<file path="src/rtl/pc_fetch.sv">
// Program counter and instruction fetch for the GCore datapath.
// Resolves JMP/JZ/CALL/RET/HLT locally and keeps a small return-address stack.
module pc_fetch #(
  parameter int ADDR_W      = 8,
  parameter int STACK_DEPTH = 4
) (
  input  logic              clk_in,
  input  logic              rst,
  input  logic              ena,
  input  logic              pc,
  input  logic              opram,
  input  logic              acc_zero,
  input  logic [15:0]       rom_data,
  output logic [ADDR_W-1:0] rom_addr,
  output logic [3:0]        opcode,
  output logic [11:0]       operand,
  output logic              halt,
  output logic              stack_err
);

  localparam int IDX_W = (STACK_DEPTH > 1) ? $clog2(STACK_DEPTH) : 1;
  localparam int SP_W  = $clog2(STACK_DEPTH + 1);
  localparam logic [SP_W-1:0] SP_FULL = SP_W'(STACK_DEPTH);

  typedef enum logic [3:0] {
    OP_JMP  = 4'hA,
    OP_JZ   = 4'hB,
    OP_CALL = 4'hC,
    OP_RET  = 4'hD,
    OP_HLT  = 4'hF
  } op_e;

  logic [ADDR_W-1:0] pc_q, pc_d;
  logic [15:0]       instr_q, instr_d;
  logic [SP_W-1:0]   sp_q, sp_d;
  logic              first_q, first_d;
  logic              halt_q, halt_d;
  logic              err_q, err_d;
  logic [ADDR_W-1:0] stack_q [STACK_DEPTH];

  logic              advance, latch, push_en;
  logic [ADDR_W-1:0] pc_inc, target;
  logic [IDX_W-1:0]  push_idx, pop_idx;

  assign advance  = ena & pc & ~halt_q;
  assign latch    = ena & opram & ~halt_q;
  assign pc_inc   = pc_q + ADDR_W'(1);
  assign target   = instr_q[ADDR_W-1:0];
  assign push_idx = sp_q[IDX_W-1:0];
  assign pop_idx  = IDX_W'(sp_q - SP_W'(1));

  // Decode always uses the previously latched instruction, so a
  // coincident opram strobe cannot affect this frame's PC update.
  always_comb begin
    pc_d    = pc_q;
    instr_d = instr_q;
    sp_d    = sp_q;
    first_d = first_q;
    halt_d  = halt_q;
    err_d   = err_q;
    push_en = 1'b0;
    if (advance) begin
      if (first_q) begin
        first_d = 1'b0;
      end else begin
        case (instr_q[15:12])
          OP_JMP: pc_d = target;
          OP_JZ:  pc_d = acc_zero ? target : pc_inc;
          OP_CALL: begin
            if (sp_q == SP_FULL) begin
              err_d  = 1'b1;
              halt_d = 1'b1;
            end else begin
              push_en = 1'b1;
              sp_d    = sp_q + SP_W'(1);
              pc_d    = target;
            end
          end
          OP_RET: begin
            if (sp_q == '0) begin
              err_d  = 1'b1;
              halt_d = 1'b1;
            end else begin
              sp_d = sp_q - SP_W'(1);
              pc_d = stack_q[pop_idx];
            end
          end
          OP_HLT:  halt_d = 1'b1;
          default: pc_d = pc_inc;
        endcase
      end
    end
    if (latch) instr_d = rom_data;
  end

  always_ff @(posedge clk_in) begin
    if (!rst) begin
      pc_q    <= '0;
      instr_q <= '0;
      sp_q    <= '0;
      first_q <= 1'b1;
      halt_q  <= 1'b0;
      err_q   <= 1'b0;
    end else begin
      pc_q    <= pc_d;
      instr_q <= instr_d;
      sp_q    <= sp_d;
      first_q <= first_d;
      halt_q  <= halt_d;
      err_q   <= err_d;
    end
  end

  // Stack contents need no reset; sp alone defines what is valid.
  always_ff @(posedge clk_in) begin
    if (rst && push_en) stack_q[push_idx] <= pc_inc;
  end

  assign rom_addr  = pc_q;
  assign opcode    = instr_q[15:12];
  assign operand   = instr_q[11:0];
  assign halt      = halt_q;
  assign stack_err = err_q;

endmodule

</file>
<file path="config.mk">
export PLATFORM = sky130hd
export DESIGN_NAME = pc_fetch
export DESIGN_NICKNAME = d
export VERILOG_FILES = /design/src/rtl/pc_fetch.sv
export SDC_FILE = /design/constraint.sdc
export NUM_CORES = 1
export LEC_CHECK = 0
export ABC_AREA = 1
export CAP_MARGIN = 10
export CORE_ASPECT_RATIO = 1.25
export CORE_MARGIN = 3
export CORE_UTILIZATION = 53
export CTS_CLUSTER_SIZE = 25
export DETAILED_ROUTE_END_ITERATION = 8
export PLACE_DENSITY = 0.86
export SYNTH_ARGS = -nofsm -noshare
export SYNTH_HDL_FRONTEND = slang
export SYNTH_SLANG_ARGS = --single-unit
export TNS_END_PERCENT = 20
</file>
<file path="constraint.sdc">
create_clock -name clk_in -period 2.4 [get_ports clk_in]
set_input_delay 0.36 -clock clk_in [delete_from_list [all_inputs] [get_ports clk_in]]
set_output_delay 0.36 -clock clk_in [all_outputs]
set_load 0.01 [all_outputs]
</file>
# Word level (Yosys, flattened, before mapping)
# Memory sizes are Yosys's and may differ from the RTL's.
# Index checks and enable logic that the tools add are counted.
# word_totals
regBits	30
mem_bits_rw	32
inputBits	22
output_inout_bits	26
word_cells	52
n_memories	1
# classes
n_addsub	3
eq_ne	10
muxes	17
n_bitwise	7
reduce_logical	8
# memory_table
memory	depth	word_bits	rd	rd_clocked_by_memory_dff	wr	line_no	text
stack_q	4	8	1	0	1	39	logic [ADDR_W-1:0] stack_q [STACK_DEPTH];
# op_table
cell	count
8-bit one-hot mux with 5 select lines	1
8-bit 2-to-1 mux	3
4-bit equality test, second input constant	5
5-bit AND reduction	4
8-bit by 1-bit adder with 8-bit output, second input constant	1
1-bit 2-to-1 mux	8
2-bit inequality test, second input constant	4
3-bit 2-to-1 mux	2
3-bit one-hot mux with 2 select lines	1
1-bit AND	4
3-bit by 1-bit adder with 3-bit output, second input constant	1
3-bit equality test, second input constant	1
3-bit zero test	1
1-bit NOT	3
1-bit one-hot mux with 3 select lines	1
3-bit nonzero test	1
3-bit by 1-bit subtractor with 3-bit output, second input constant	1
1-bit one-hot mux with 2 select lines	1
2-bit nonzero test	1
1-bit logical AND	1

# Logic depth before layout (Yosys ltp)
# logic_depth
ltp_word	8
depth_mapped	14
ltp_nobuf	11

# Least setup slack after synthesis
# Ideal clock, no wire load.
# synth_path
path_kind	register to register
from	reg sp_q[0]
to	mem stack_q[1][0], enable pin
setup_ns	0.371
arrival_time_ns	1.615
required_ns	2.029
setup_slack_ns	0.415
path_stages_with_launch	8
path_buffers	2
period_less_slack_ns	1.985
path_cell_list	dfxtp_1 buf_2 inv_2 buf_2 ha_1 nand2_1 nand4_1 nor2_1
# synth_via
elab_chain_cells	8
# synth_lines
item	line_no	text
from (decl)	35	logic [SP_W-1:0] sp_q, sp_d;
from (signal assigned)	107	sp_q <= sp_d;
3-bit equality test	70	if (sp_q == SP_FULL) begin
1-bit 2-to-1 mux	70	
1-bit 2-to-1 mux	66	case (instr_q[15:12])
1-bit 2-to-1 mux	63	if (first_q) begin
1-bit 2-to-1 mux	62	if (advance) begin
1-bit logical AND	116	if (rst && push_en) stack_q[push_idx] <= pc_inc;
1-bit 2-to-1 mux	116	
1-bit 2-to-1 mux (not written as such)	116	
to (decl)	39	
# Several ways; a longest one is shown, not always the timed one.

# Final worst setup path
# layout_path
from	reg sp_q[1]
to	reg pc_q[6] (netlist: rom_addr[6])
# layout_via
elab_chain_cells	4
elab_cells_between_ends	9
cone_classes	add/sub: 1; eq/ne: 3; mux: 2; reduce/logical: 2; memory: 1
# layout_lines
item	line_no	text
3-bit by 1-bit subtractor with 3-bit output	-	
memory 4 x 8 bit	-	
8-bit 2-to-1 mux	80	if (sp_q == '0) begin
8-bit one-hot mux with 5 select lines	66	
to (signal assigned)	105	pc_q <= pc_d;
to (decl)	33	logic [ADDR_W-1:0] pc_q, pc_d;
# Several ways; a longest one is shown, not always the timed one. The select of a mux whose other input is x is not followed.
# A chain may end at the register's enable or synchronous reset.

==> run metrics <==
Tcrit/Tclk final=75.5%; top cell type's share of synthesized area=31.6%; synth unique cells=28; Max Root-Sink Buffers=2; Final GP Congestion=0.898; crit path cell chain=inv_1 > ha_1 > inv_1 > nand3_1 > nand3_1 > o211ai_1 > nor2_1 > nor2_1; WL/cell=15.0 µm; CTS tree=yes; RSZ-0062 raised after global routing=no; outcome=complete, no violations; setup bufs post-CTS=0; # diodes=0; CTS Buf Count=9; Syn. warnings=0; DR iter-0 viols=157; min Tclk post-route=1810 ps; most frequent cell after synthesis=nand2_1; DRC=0; Peak Freq=0.552 GHz; Syn Inst Count=386; Mapped Area=3040 µm²; Clk Latency, worst-skew pair=340 ps; Area Growth Syn to Fin=25.2%; Final Max Tran Viols=0; std cell rows=30; Slowest Stage Delay on Critical Path=410 ps; Top FF cell, synth=edfxtp_1; pre-CTS WS=339 ps; CP required=2630 ps; leakage power=1.50 nW; Syn Nets=414; setup ws final=587 ps; post-cts sizing count=0; antenna violations before repair=0; hold_buf cts=0; GRT Total Usage=24.9%; Final Hold Fails=0; H-tree level count=3; Initial Util=55.5%; first-pass GRT wire length=12700 µm; I/O pin count=48; Setup crit end kind=flop; Final Routed Wirelength=7620 µm; Slew HR=64.4%; post-route ant nets=0; Sw Pwr=0.000524 W; top cells by area, synth=edfxtp_1 32%, dfxtp_1 20%, nand2_1 13%; combinational power share=8.1%; cell family with most CP delay=simple AND/OR/NAND/NOR gates; 1st-pass router iterations=5; Slew @ Worst Pin=532 ps; largest net degree at the start of global routing=26; post-synthesis sequential area ratio=51.3%; Final nets=468; root buf cell=clkbuf_8; dpl hpwl=5560 µm; type of the worst setup path=flop to flop; Switching Share=22.5%; Reg power frac=49.5%; area leader, netlist=edfxtp_1; FFs w/ async S/R, synth=0%; max cap viols=0; CP Launch Type=flop; layout filler cell count=409; Post-synth EDFFs=32; worst vdd rail ir drop=0.460 mV; DR vias=2740; layout cells sized above 1=8.76%; TritonCTS Sinks=62; PwrDens=612 nW/µm²; number of global-route vias before repair=2744; Mapped Avg Cell Area=7.88 µm²; Min-Delay Path Class=flop to flop; Die Area=6690 µm²; vias per inst=5.38; Final TNS setup=0 ps; Core Region=5480 µm²; IO Port Bufs=47; Bufs and invs on worst path=2; FF+latch count, synth=62; Congestion Overflow GR=0; Die H=90.7 µm; clock share of power=42.4%; clock slew at reported path FFs=60 ps; final setup vio count=0; CP max FO=10; clock skew=9.25 ps; top cells by count, synth=103 x nand2_1, 54 x nor2_1, 34 x inv_1, 34 x nand3_1, 32 x edfxtp_1; Slowest cell on crit path=ha_1; Critical Path AT=2050 ps; Int Pwr=0.00181 W; Die W=73.8 µm
-- power by group through the flow --
stage                     Clock [W]  Combinational [W]  Sequential [W]
after floorplan                   0          0.0000801         0.00118
after global placement            0           0.000182         0.00118
after detailed placement          0           0.000186         0.00118
after CTS                  0.000999           0.000189         0.00115
after global routing        0.00104           0.000207         0.00116
final                      0.000988           0.000188         0.00115
-- cells in the final DEF (no fill, tap or decap), drive strengths merged --
master and instances:
inv 39, nand4 9, clkdlybuf4s50 47, ha 6
nand2 107, edfxtp 32, nor3 1, o21ai 29
nor2 58, clkinvlp 1, clkinv 4, a21oi 17
clkbuf 10, nand3 35, nand3b 1, o22ai 1
dfxtp 30, o211ai 2, bufinv 2, buf 9
xor2 4, a31oi 1
-- final timing paths --
check / cells past startpoint / from / slack, ps / end
max: 8 / sp_q[1]$_SDFFE_PN0P_ / 590 / rom_addr[6]$_SDFFE_PN0P_
min: 2 / first_q$_SDFFE_PN1P_ / 480 / first_q$_SDFFE_PN1P_
max reg2reg: 8 / sp_q[1]$_SDFFE_PN0P_ / 590 / rom_addr[6]$_SDFFE_PN0P_
min reg2reg: 2 / first_q$_SDFFE_PN1P_ / 480 / first_q$_SDFFE_PN1P_
-- layer usage --
metal | vias to the layer above | wire (µm) | track usage [%]
met2 | 124 | 3940 | 41.0
met1 | 1222 | 2850 | 28.7
met3 | 23 | 549 | 6.12
li1 | 1371 | - | -
met4 | 0 | 279 | 14.4
met5 | - | 0 | 0
-- metrics by stage --
step | hold slack [ps] | instance area [µm²] | total power [W] | utilization [%] | cells
final | 480 | 3810 | 0.00233 | 69.5 | 509
after global placement | 461 | 3590 | 0.00136 | 65.6 | 493
after global routing | 498 | 3810 | 0.00241 | 69.5 | 509
after floorplan | 440 | 3040 | 0.00126 | - | 386
after detailed placement | 468 | 3590 | 0.00136 | 65.6 | 493
after CTS | 481 | 3810 | 0.00234 | 69.5 | 509
-- kinds of logic after synthesis --
logic type / after synthesis / synth area share, %
buffers and inverters: 53 / 7.07
xor gates and xnor gates: 4 / 1.15
AOI/OAI and AO/OA: 50 / 8.60
DFF: 62 / 51.3
adders and majority gates: 6 / 2.47
and+or+nand+nor: 211 / 29.4
-- flip-flops by register name (all words and copies together) (netlist names) --
name       flops
stack_q       32
instr_q       16
rom_addr       8
first_q        1
stack_err      1
sp_q           3
halt           1
-- area by class of cell --
class | instances | area, µm² | area share (%)
clock inverters | 6 | 86.3 | 2.27
clock buffers | 10 | 128 | 3.35
multi-input cells | 271 | 1260 | 33.2
repair buffers | 56 | 538 | 14.1
flip-flops and latches | 62 | 1560 | 41.0
inverters | 40 | 150 | 3.94
well taps | 64 | 80.1 | 2.10
-- worst register-to-register path: cells and delay by family, from the launching register on --
family	cells	cell delay, ps
buffers and inverters	2	350
and+or+nand+nor	4	470
DFF	1	360
AOI/OAI and AO/OA	1	100
adders and majority gates	1	410
Power figures use the tool's default switching activity.
